**src/rtl/pipe_decode.sv**
```systemverilog
// pipe_decode
//   Decoder for words produced by the 8-bit add-one stage chain and its final
//   doubling stage. An encoded word y = 2*(x + DEPTH) mod 256 is recovered as
//   x = ((y >> 1) - DEPTH) mod 256 by an elastic pipeline of DEPTH+1 stages.
//   Stage 0 halves the word and stages 1..DEPTH each subtract 1. The pipeline
//   stalls as a whole when the output is valid and downstream is not ready.
//
// Ports
//   clk        rising-edge clock
//   rst_n      synchronous active-low reset
//   in_valid   in_data holds an encoded word
//   in_ready   block accepts in_data this cycle (independent of in_valid)
//   in_data    encoded word y
//   out_valid  out_data/out_err hold a decoded word
//   out_ready  downstream accepts the output this cycle
//   out_data   decoded word
//   out_err    the encoded word was odd (its LSB was 1)
//   count      output handshakes since reset, saturating at all-ones
module pipe_decode #(
  parameter int DEPTH = 8,
  parameter int CNT_W = 16
) (
  input  logic             clk,
  input  logic             rst_n,
  input  logic             in_valid,
  output logic             in_ready,
  input  logic [7:0]       in_data,
  output logic             out_valid,
  input  logic             out_ready,
  output logic [7:0]       out_data,
  output logic             out_err,
  output logic [CNT_W-1:0] count
);

  typedef struct packed {
    logic       valid;
    logic       err;
    logic [7:0] data;
  } stage_t;

  // stg[0] is the halving stage; stg[DEPTH] drives the outputs.
  stage_t stg [DEPTH+1];

  logic stall;

  // A valid word parked at the output freezes every stage, bubbles included.
  assign stall     = stg[DEPTH].valid & ~out_ready;
  assign in_ready  = ~stall;

  assign out_valid = stg[DEPTH].valid;
  assign out_data  = stg[DEPTH].data;
  assign out_err   = stg[DEPTH].err;

  always_ff @(posedge clk) begin
    if (!rst_n) begin
      // NOTE: the data/err fields are cleared as well as the valid bits so the
      // output reads 0x00 straight after reset; the stage array is small flops,
      // not a RAM, so resetting it is cheap.
      for (int k = 0; k <= DEPTH; k++) begin
        stg[k] <= '0;
      end
      count <= '0;
    end else begin
      if (!stall) begin
        // NOTE: non-blocking assignments make every stage sample its
        // predecessor's pre-edge value, so the loop order does not matter.
        stg[0] <= '{valid: in_valid, err: in_data[0], data: {1'b0, in_data[7:1]}};
        for (int k = 1; k <= DEPTH; k++) begin
          stg[k] <= '{valid: stg[k-1].valid,
                      err:   stg[k-1].err,
                      data:  stg[k-1].data - 8'd1};
        end
      end
      if (stg[DEPTH].valid && out_ready && (count != '1)) begin
        count <= count + CNT_W'(1);
      end
    end
  end

endmodule

```
**config.mk**
```make
export PLATFORM = sky130hd
export DESIGN_NAME = pipe_decode
export DESIGN_NICKNAME = d
export VERILOG_FILES = /design/src/rtl/pipe_decode.sv
export SDC_FILE = /design/constraint.sdc
export NUM_CORES = 1
export LEC_CHECK = 0
export CAP_MARGIN = 10
export CELL_PAD_IN_SITES_DETAIL_PLACEMENT = 1
export CELL_PAD_IN_SITES_GLOBAL_PLACEMENT = 2
export CORE_MARGIN = 2
export CORE_UTILIZATION = 35
export CTS_CLUSTER_DIAMETER = 80
export DETAILED_ROUTE_END_ITERATION = 10
export HOLD_SLACK_MARGIN = 0.06
export PLACE_DENSITY = 0.75
export SKIP_LAST_GASP = 1
export SLEW_MARGIN = 20
export SYNTH_ARGS = -nofsm -noshare
export SYNTH_HDL_FRONTEND = slang
export SYNTH_SLANG_ARGS = --single-unit
export TNS_END_PERCENT = 100
```
**constraint.sdc**
```tcl
create_clock -name clk -period 3.2 [get_ports clk]
set_input_delay 0.64 -clock clk [delete_from_list [all_inputs] [get_ports clk]]
set_output_delay 0.64 -clock clk [all_outputs]
set_load 0.005 [all_outputs]
```
==> impl_metrics.json, run 1 <==
{
  "max-vdd-ir-drop_uv": 338,
  "clock-sinks": 105,
  "antenna_found_initial": 0,
  "antenna_left": 0,
  "grt_pass1_vias": 3398,
  "timing.final.max_slew_violations": 0,
  "crit_family": "buffers and inverters",
  "dieHeight_um": 122,
  "cts_resized": 0,
  "cts_tree": "built",
  "diodes": 0,
  "synth_cell_types": 38,
  "tightest_slew_ns": 0.437,
  "final_cell_area_um2": 5920,
  "ys.warnings.count": 0,
  "cp_num_buf_inv": 2,
  "row_count": 43,
  "vias": 3266,
  "power_mw": 3.50,
  "areaGrowthSynthToFinish_pct": 20.7,
  "drtIter0Drc": 121,
  "wl_per_cell_um": 14.3,
  "finalCritPeriodShare": 0.807,
  "gp_congestion": 0.745,
  "die_area_um2": 15000,
  "initial_core_util": 0.356,
  "rsz0062_at_grt": "no",
  "dp_hpwl_um": 6620,
  "setup_tns_ns": 0,
  "holdBufCountCts": 0,
  "synth_ff_type": "edfxtp_1",
  "grt_pass1_wl_um": 15900,
  "path_clk_slew_ns": 0.07,
  "drc": 0,
  "crit_fanout": 10,
  "clk_path_buf_depth": 2,
  "ios": 39,
  "root_buffer": "clkbuf_16",
  "clock_skew_ns": 0.00537,
  "overflow": 0,
  "critical-path-max-stage-delay_ns": 0.56,
  "dr.pass1.iters": 4,
  "synth_async_sr_flop_share": 0,
  "cap_viol_max_count": 0,
  "drt_wl_total_um": 9390,
  "end_kind": "primary output",
  "status": "finished clean",
  "final-hold-violation-count": 0,
  "crit_slowest_cell": "clkdlybuf4s50_1",
  "clock_latency_ns": 0.35,
  "critPathKind": "input pin to primary output",
  "cp.required_ns": 2.56,
  "yosysSeqAreaShare": 0.610,
  "track_usage": 0.137,
  "fmax_ghz": 0.387,
  "worstPathArrival_ns": 1.94,
  "fp.dieW_um": 122,
  "path_cells": "clkdlybuf4s50_1, nand2b_1, clkdlybuf4s50_1",
  "avgSynthCellArea_um2": 11.5,
  "synth_edf_count": 89,
  "path_common_cell": "clkdlybuf4s50_1",
  "grt_max_degree": 42,
  "relSlewSlack": 0.709,
  "leakage_nw": 2.30,
  "viasPerCell": 4.96,
  "period_minus_slack_ns": 2.58,
  "io_buffers": 38,
  "power_density_nw_per_um2": 591,
  "final_nets": 494,
  "hp-class": "register to register",
  "syn_inst": 426,
  "dpl_cell_area_um2": 5580,
  "drive_gt1_frac": 0.0795,
  "setup_viol": 0,
  "syn_nets": 447,
  "syn_area_um2": 4910,
  "start_kind": "input pin",
  "cts_inserted_buffers": 9,
  "h-tree-depth": 3,
  "synth_seq_cells": 105,
  "postCtsSetupRepairBufs": 0,
  "fp.coreArea_um2": 13800
}
==> logic make-up after synthesis <==
logic type | after synthesis | share of synthesized area
buffers and inverters | 39 | 0.0301
AOI/OAI and AO/OA | 26 | 0.0362
xor gates and xnor gates | 47 | 0.0839
DFF | 105 | 0.610
adders and majority gates | 9 | 0.0229
and+or+nand+nor | 196 | 0.209
muxes | 4 | 0.00816
==> report_power, final <==
group / total (mW) / internal [mW] / switching (mW)
clock: 1.25 / 0.764 / 0.482
sequential: 1.77 / 1.65 / 0.112
combinational: 0.487 / 0.264 / 0.224
total: 3.50 / 2.68 / 0.817
==> cell usage after synthesis, types with 2 or more instances <==
cell type	number	area, µm²
edfxtp_1	89	2670
nor2_1	82	308
xnor2_1	38	333
and3_1	27	169
nand2_1	25	93.8
inv_1	24	90.1
dfxtp_1	16	320
clkbuf_1	13	48.8
or4_1	11	82.6
nor3_1	10	50.1
a21oi_1	9	45.0
ha_1	9	113
xor2_1	9	78.8
nor4b_1	8	70.1
nor4_1	7	43.8
and2_1	4	25.0
mux2i_1	4	40.0
nand2b_1	4	25.0
nand3_1	4	20.0
o31ai_1	4	30.0
nand4_1	3	18.8
nor4_2	3	37.5
o21ai_0	3	15.0
a31oi_1	2	12.5
and3_4	2	22.5
o311ai_0	2	17.5
o41ai_1	2	17.5
or2_2	2	12.5
==> layout by cell type, fill, tap and decap left out, types with 4 or more instances in the layout <==
cell type	n
edfxtp_1	89
clkdlybuf4s50_1	38
a21oi_1	9
mux2i_1	4
nand3_1	4
and2_1	4
clkbuf_16	9
or4_1	11
buf_4	10
nor3_1	10
xnor2_1	38
and3_1	27
nor4_1	7
o31ai_1	4
nor2_1	82
dfxtp_1	16
nor4b_1	8
nand2_1	24
nand2b_1	4
xor2_1	9
inv_1	24
ha_1	9
==> flip-flops by register name (all words and copies together) (netlist names) <==
signal,flops
count,16
stg,89
==> routing by layer <==
layer	vias to the layer above	part of all wire	GRT usage
met2	40	0.51	0.230
li1	1614	-	-
met1	1600	0.45	0.168
met4	0	0.015	0.0568
met3	12	0.026	0.0349
met5	-	0	0
==> through the flow <==
stage | utilization | setup slack, ns | hold slack (ns) | instances
2_1_floorplan | - | 0.431 | 0.482 | 426
3_3_place_gp | 0.405 | 0.562 | 0.492 | 642
3_5_place_dp | 0.405 | 0.477 | 0.505 | 642
4_1_cts | 0.430 | 0.597 | 0.516 | 658
5_1_grt | 0.430 | 0.545 | 0.544 | 658
6_report | 0.430 | 0.619 | 0.512 | 658
==> final timing paths <==
path	start	endpoint	slack, ns	depth (start not counted)
setup / recovery	out_ready	in_ready	0.62	3
hold / removal	count[4]	count[4]	0.51	1
setup reg to reg	stg[8][9]	stg[8][8]	1.22	4
hold reg to reg	count[4]	count[4]	0.51	1
==> layout make-up <==
cell class,count,area [µm²]
Multi-Input combinational cell,282,1770
Timing Repair Buffer,50,495
Clock inverter,7,119
Inverter,25,93.8
Fill cell,1535,7850
Sequential cell,105,2990
Clock buffer,9,225
Tap cell,180,225
No activity file was read; power rests on OpenSTA's default activity.
==> run 2: changes to the inputs <==
==> constraint.sdc (replaced) <==
create_clock -name clk -period 2.6 [get_ports clk]
set_input_delay 0.52 -clock clk [delete_from_list [all_inputs] [get_ports clk]]
set_output_delay 0.52 -clock clk [all_outputs]
set_load 0.005 [all_outputs]
==> impl_metrics.json, run 2 (synthesis gave the netlist of run 1 again) <==
{
  "status": "finished clean",
  "register_area_um2": 2990,
  "drt-met1-wl_um": 4210,
  "diodes": 0,
  "largest_reg_flops": 89,
  "fp.coreArea_um2": 13800,
  "overflow": 0,
  "cts_inserted_buffers": 9,
  "row_count": 43,
  "final_cell_mix": "edfxtp_1 (89), nor2_1 (82), xnor2_1 (38), clkdlybuf4s50_1 (38), and3_1 (27)",
  "routed-wl-met2_um": 4680,
  "track_usage": 0.136,
  "ios": 39,
  "fin_util": 0.425,
  "hp-class": "register to register",
  "n_fill_cell": 1530,
  "critPathKind": "input pin to primary output",
  "clock_latency_ns": 0.35,
  "holdWs_ns": 0.513,
  "clock_skew_ns": 0.00490,
  "fp.dieW_um": 122,
  "final-hold-violation-count": 0,
  "crit_fanout": 10,
  "grt_max_degree": 65,
  "end_kind": "primary output",
  "relSlewSlack": 0.585,
  "dieHeight_um": 122,
  "power_density_nw_per_um2": 717,
  "largest_registers": "stg x89, count x16",
  "start_kind": "input pin",
  "top_layer": "met4",
  "io_buffers": 38,
  "h-tree-depth": 3,
  "antenna_found_initial": 0,
  "areaGrowthSynthToFinish_pct": 19.2,
  "period_minus_slack_ns": 2.37,
  "setup_slack_ns": 0.231,
  "worstPathArrival_ns": 1.85,
  "root_buffer": "clkbuf_16",
  "postCtsSetupRepairBufs": 0,
  "die_area_um2": 15000,
  "finalCritPeriodShare": 0.911,
  "multi_input_area_um2": 1770,
  "final_nets": 490,
  "timing.final.max_slew_violations": 0,
  "drc": 0,
  "setup_tns_ns": 0,
  "dr.pass1.iters": 4,
  "grt_pass1_wl_um": 15900,
  "leakage_nw": 2.26,
  "initial_core_util": 0.356,
  "drt_wl_total_um": 9330,
  "path_clk_slew_ns": 0.07,
  "setup_viol": 0,
  "final_cell_area_um2": 5850,
  "holdBufCountCts": 0,
  "antenna_left": 0,
  "grt_pass1_vias": 3313,
  "fmax_ghz": 0.422,
  "rsz0062_at_grt": "no",
  "regMostFlops": "stg",
  "drive_gt1_frac": 0.0675,
  "clock-sinks": 105,
  "cts_resized": 0,
  "max-vdd-ir-drop_uv": 368,
  "viasPerCell": 4.96,
  "gp_congestion": 0.713,
  "cts_tree": "built",
  "final_common_cell": "edfxtp_1",
  "vias": 3247,
  "dpl_cell_area_um2": 5540,
  "drtIter0Drc": 176,
  "cap_viol_max_count": 0,
  "tightest_slew_ns": 0.623,
  "post-place-ws_ns": 0.200,
  "wl_per_cell_um": 14.3,
  "clk_path_buf_depth": 2,
  "cp.required_ns": 2.08,
  "routed-wl-met3_um": 319,
  "dp_hpwl_um": 6370
}
## run 2: changes by cell type in the layout (fill, tap and decap cells not counted)
cell | previous run | this run
clkbuf_1 | 0 | 2
bufinv_16 | 3 | 2
buf_4 | 10 | 7
clkinv_4 | 2 | 1
buf_12 | 2 | 1
## run 2: metal layers
layer,global-route usage,vias to the layer above
li1,-,1602
met1,0.167,1596
met2,0.230,40
met3,0.0428,9
met4,0.0409,0
met5,0,-
## run 2: worst max-delay path, stage by stage
cell and delay [ns]:
clkdlybuf4s50_1 0.48, nand2b_1 0.28, clkdlybuf4s50_1 0.56
## run 2: cell type report
class	instances	share of cell area
flip-flops and latches	105	0.512
multi-input cells	282	0.303
repair buffers	46	0.0774
clock buffers	11	0.0398
well taps	180	0.0385
inverters	25	0.0160
clock inverters	5	0.0137
## run 2: per-stage QoR
| step | cells | power [mW] |
|---|---|---|
| global route | 654 | 4.40 |
| detailed placement | 638 | 2.81 |
| floorplan | 426 | 2.61 |
| global placement | 638 | 2.79 |
| CTS | 654 | 4.26 |
| finish | 654 | 4.19 |
## run 2: path summary, 6_finish.rpt
kind,endpoint,cells past startpoint,start,slack (ns)
max,in_ready,3,out_ready,0.23
min,count[15],1,count[15],0.51
max reg2reg,stg[4][3],3,stg[8][9],0.83
min reg2reg,count[15],1,count[15],0.51
## run 2: report_power, final
part	leakage [nW]	switching [mW]	internal, mW
sequential	1.18	0.138	2.04
clock	0.147	0.587	0.843
combinational	0.934	0.267	0.322
total	2.26	0.993	3.20
==> run 3: changes to the inputs <==
--- a/config.mk
+++ b/config.mk
@@ -9,11 +9,11 @@
 export CELL_PAD_IN_SITES_DETAIL_PLACEMENT = 1
 export CELL_PAD_IN_SITES_GLOBAL_PLACEMENT = 2
 export CORE_MARGIN = 2
-export CORE_UTILIZATION = 35
+export CORE_UTILIZATION = 39
 export CTS_CLUSTER_DIAMETER = 80
 export DETAILED_ROUTE_END_ITERATION = 10
 export HOLD_SLACK_MARGIN = 0.06
-export PLACE_DENSITY = 0.75
+export PLACE_DENSITY = 0.82
 export SKIP_LAST_GASP = 1
 export SLEW_MARGIN = 20
 export SYNTH_ARGS = -nofsm -noshare
==> impl_metrics.json, run 3 (synthesis gave the netlist of run 1 again) <==
{
  "dp_hpwl_um": 6410,
  "tightest_slew_ns": 0.439,
  "drive_gt1_frac": 0.0737,
  "die_area_um2": 13500,
  "crit_fanout": 6,
  "holdBufCountCts": 0,
  "instances_no_fill": 643,
  "clock-sinks": 105,
  "setup_viol": 0,
  "power_mw": 4.11,
  "row_count": 40,
  "timing.final.max_slew_violations": 0,
  "rsz0062_at_grt": "no",
  "final_cell_mix": "edfxtp_1 (89), nor2_1 (82), xnor2_1 (38), clkdlybuf4s50_1 (38), and3_1 (27)",
  "areaGrowthSynthToFinish_pct": 19.4,
  "relSlewSlack": 0.703,
  "worstPathArrival_ns": 1.78,
  "final_common_cell": "edfxtp_1",
  "critPathKind": "input pin to primary output",
  "largest_registers": "stg x89, count x16",
  "vias": 3258,
  "final_cell_area_um2": 5860,
  "clock_latency_ns": 0.34,
  "end_kind": "primary output",
  "dieHeight_um": 116,
  "final-hold-violation-count": 0,
  "fp.coreArea_um2": 12200,
  "track_usage": 0.149,
  "h-tree-depth": 3,
  "status": "finished clean",
  "fp.dieW_um": 116,
  "cap_viol_max_count": 0,
  "power_density_nw_per_um2": 701,
  "hp-class": "register to register",
  "setup_tns_ns": 0,
  "n_fill_cell": 1302,
  "finalCritPeriodShare": 0.886,
  "dpl_cell_area_um2": 5570,
  "post-place-ws_ns": 0.296,
  "largest_reg_flops": 89,
  "initial_core_util": 0.403,
  "dp.cells": 627,
  "gp_congestion": 0.716,
  "clock_skew_ns": 0.00920,
  "grt_max_degree": 64,
  "leakage_nw": 2.28,
  "diodes": 0,
  "cp.required_ns": 2.08,
  "register_area_um2": 2990,
  "root_buffer": "clkbuf_16",
  "io_buffers": 38,
  "cts_tree": "built",
  "setup_slack_ns": 0.296,
  "wl_per_cell_um": 14.3,
  "grt_pass1_vias": 3350,
  "regMostFlops": "stg",
  "period_minus_slack_ns": 2.30,
  "antenna_left": 0,
  "fmax_ghz": 0.434,
  "max-vdd-ir-drop_uv": 359,
  "cts_resized": 0,
  "clk_path_buf_depth": 2,
  "reg2reg_slack_ns": 0.81,
  "cts_inserted_buffers": 9,
  "postCtsSetupRepairBufs": 0,
  "drc": 0,
  "dr.pass1.iters": 4,
  "overflow": 0,
  "ios": 39,
  "drt_wl_total_um": 9170,
  "final_nets": 491,
  "viasPerCell": 5.07,
  "grt_pass1_wl_um": 15700,
  "antenna_found_initial": 0,
  "drtIter0Drc": 113,
  "path_clk_slew_ns": 0.07,
  "multi_input_area_um2": 1770,
  "start_kind": "input pin"
}
run 3: changes by cell type in the layout (fill, tap and decap cells not counted):
cell	change
clkbuf_1	-2
clkinv_4	-1
buf_12	+3
clkinv_2	+2
inv_6	+2
bufinv_16	-1
buf_4	-2
run 3: layout make-up:
cell class | instances | area share
clock buffers | 9 | 0.0384
clock inverters | 7 | 0.0117
inverters | 25 | 0.0160
multi-input cells | 282 | 0.302
flip-flops and latches | 105 | 0.511
well taps | 168 | 0.0359
repair buffers | 47 | 0.0850
run 3: routing by layer:
| layer | GRT usage | wire length [µm] |
|---|---|---|
| met5 | 0 | 0 |
| met1 | 0.190 | 4200 |
| met4 | 0.0595 | 146 |
| met3 | 0.0296 | 207 |
| met2 | 0.252 | 4620 |
run 3: worst paths after layout:
check	startpoint	to	cells past startpoint
worst max-delay path	out_ready	in_ready	3
worst max register to register	stg[4][5]	stg[5][7]	4
worst min register to register	count[5]	count[5]	2
worst min-delay path	count[5]	count[5]	2
run 3: critical path, stage by stage:
cell and delay [ns]:
clkdlybuf4s50_1 0.50, nand2b_1 0.22, clkdlybuf4s50_1 0.54
run 3: through the flow:
stage	util	hold slack (ns)
detailed placement	0.458	0.510
CTS	0.482	0.520
global placement	0.458	0.486
finish	0.482	0.519
global route	0.482	0.557
floorplan	-	0.482
run 3: power by group:
group | total (mW) | switching [mW] | internal, mW
combinational | 0.592 | 0.269 | 0.323
sequential | 2.17 | 0.137 | 2.04
clock | 1.34 | 0.594 | 0.747
total | 4.11 | 1.00 | 3.11
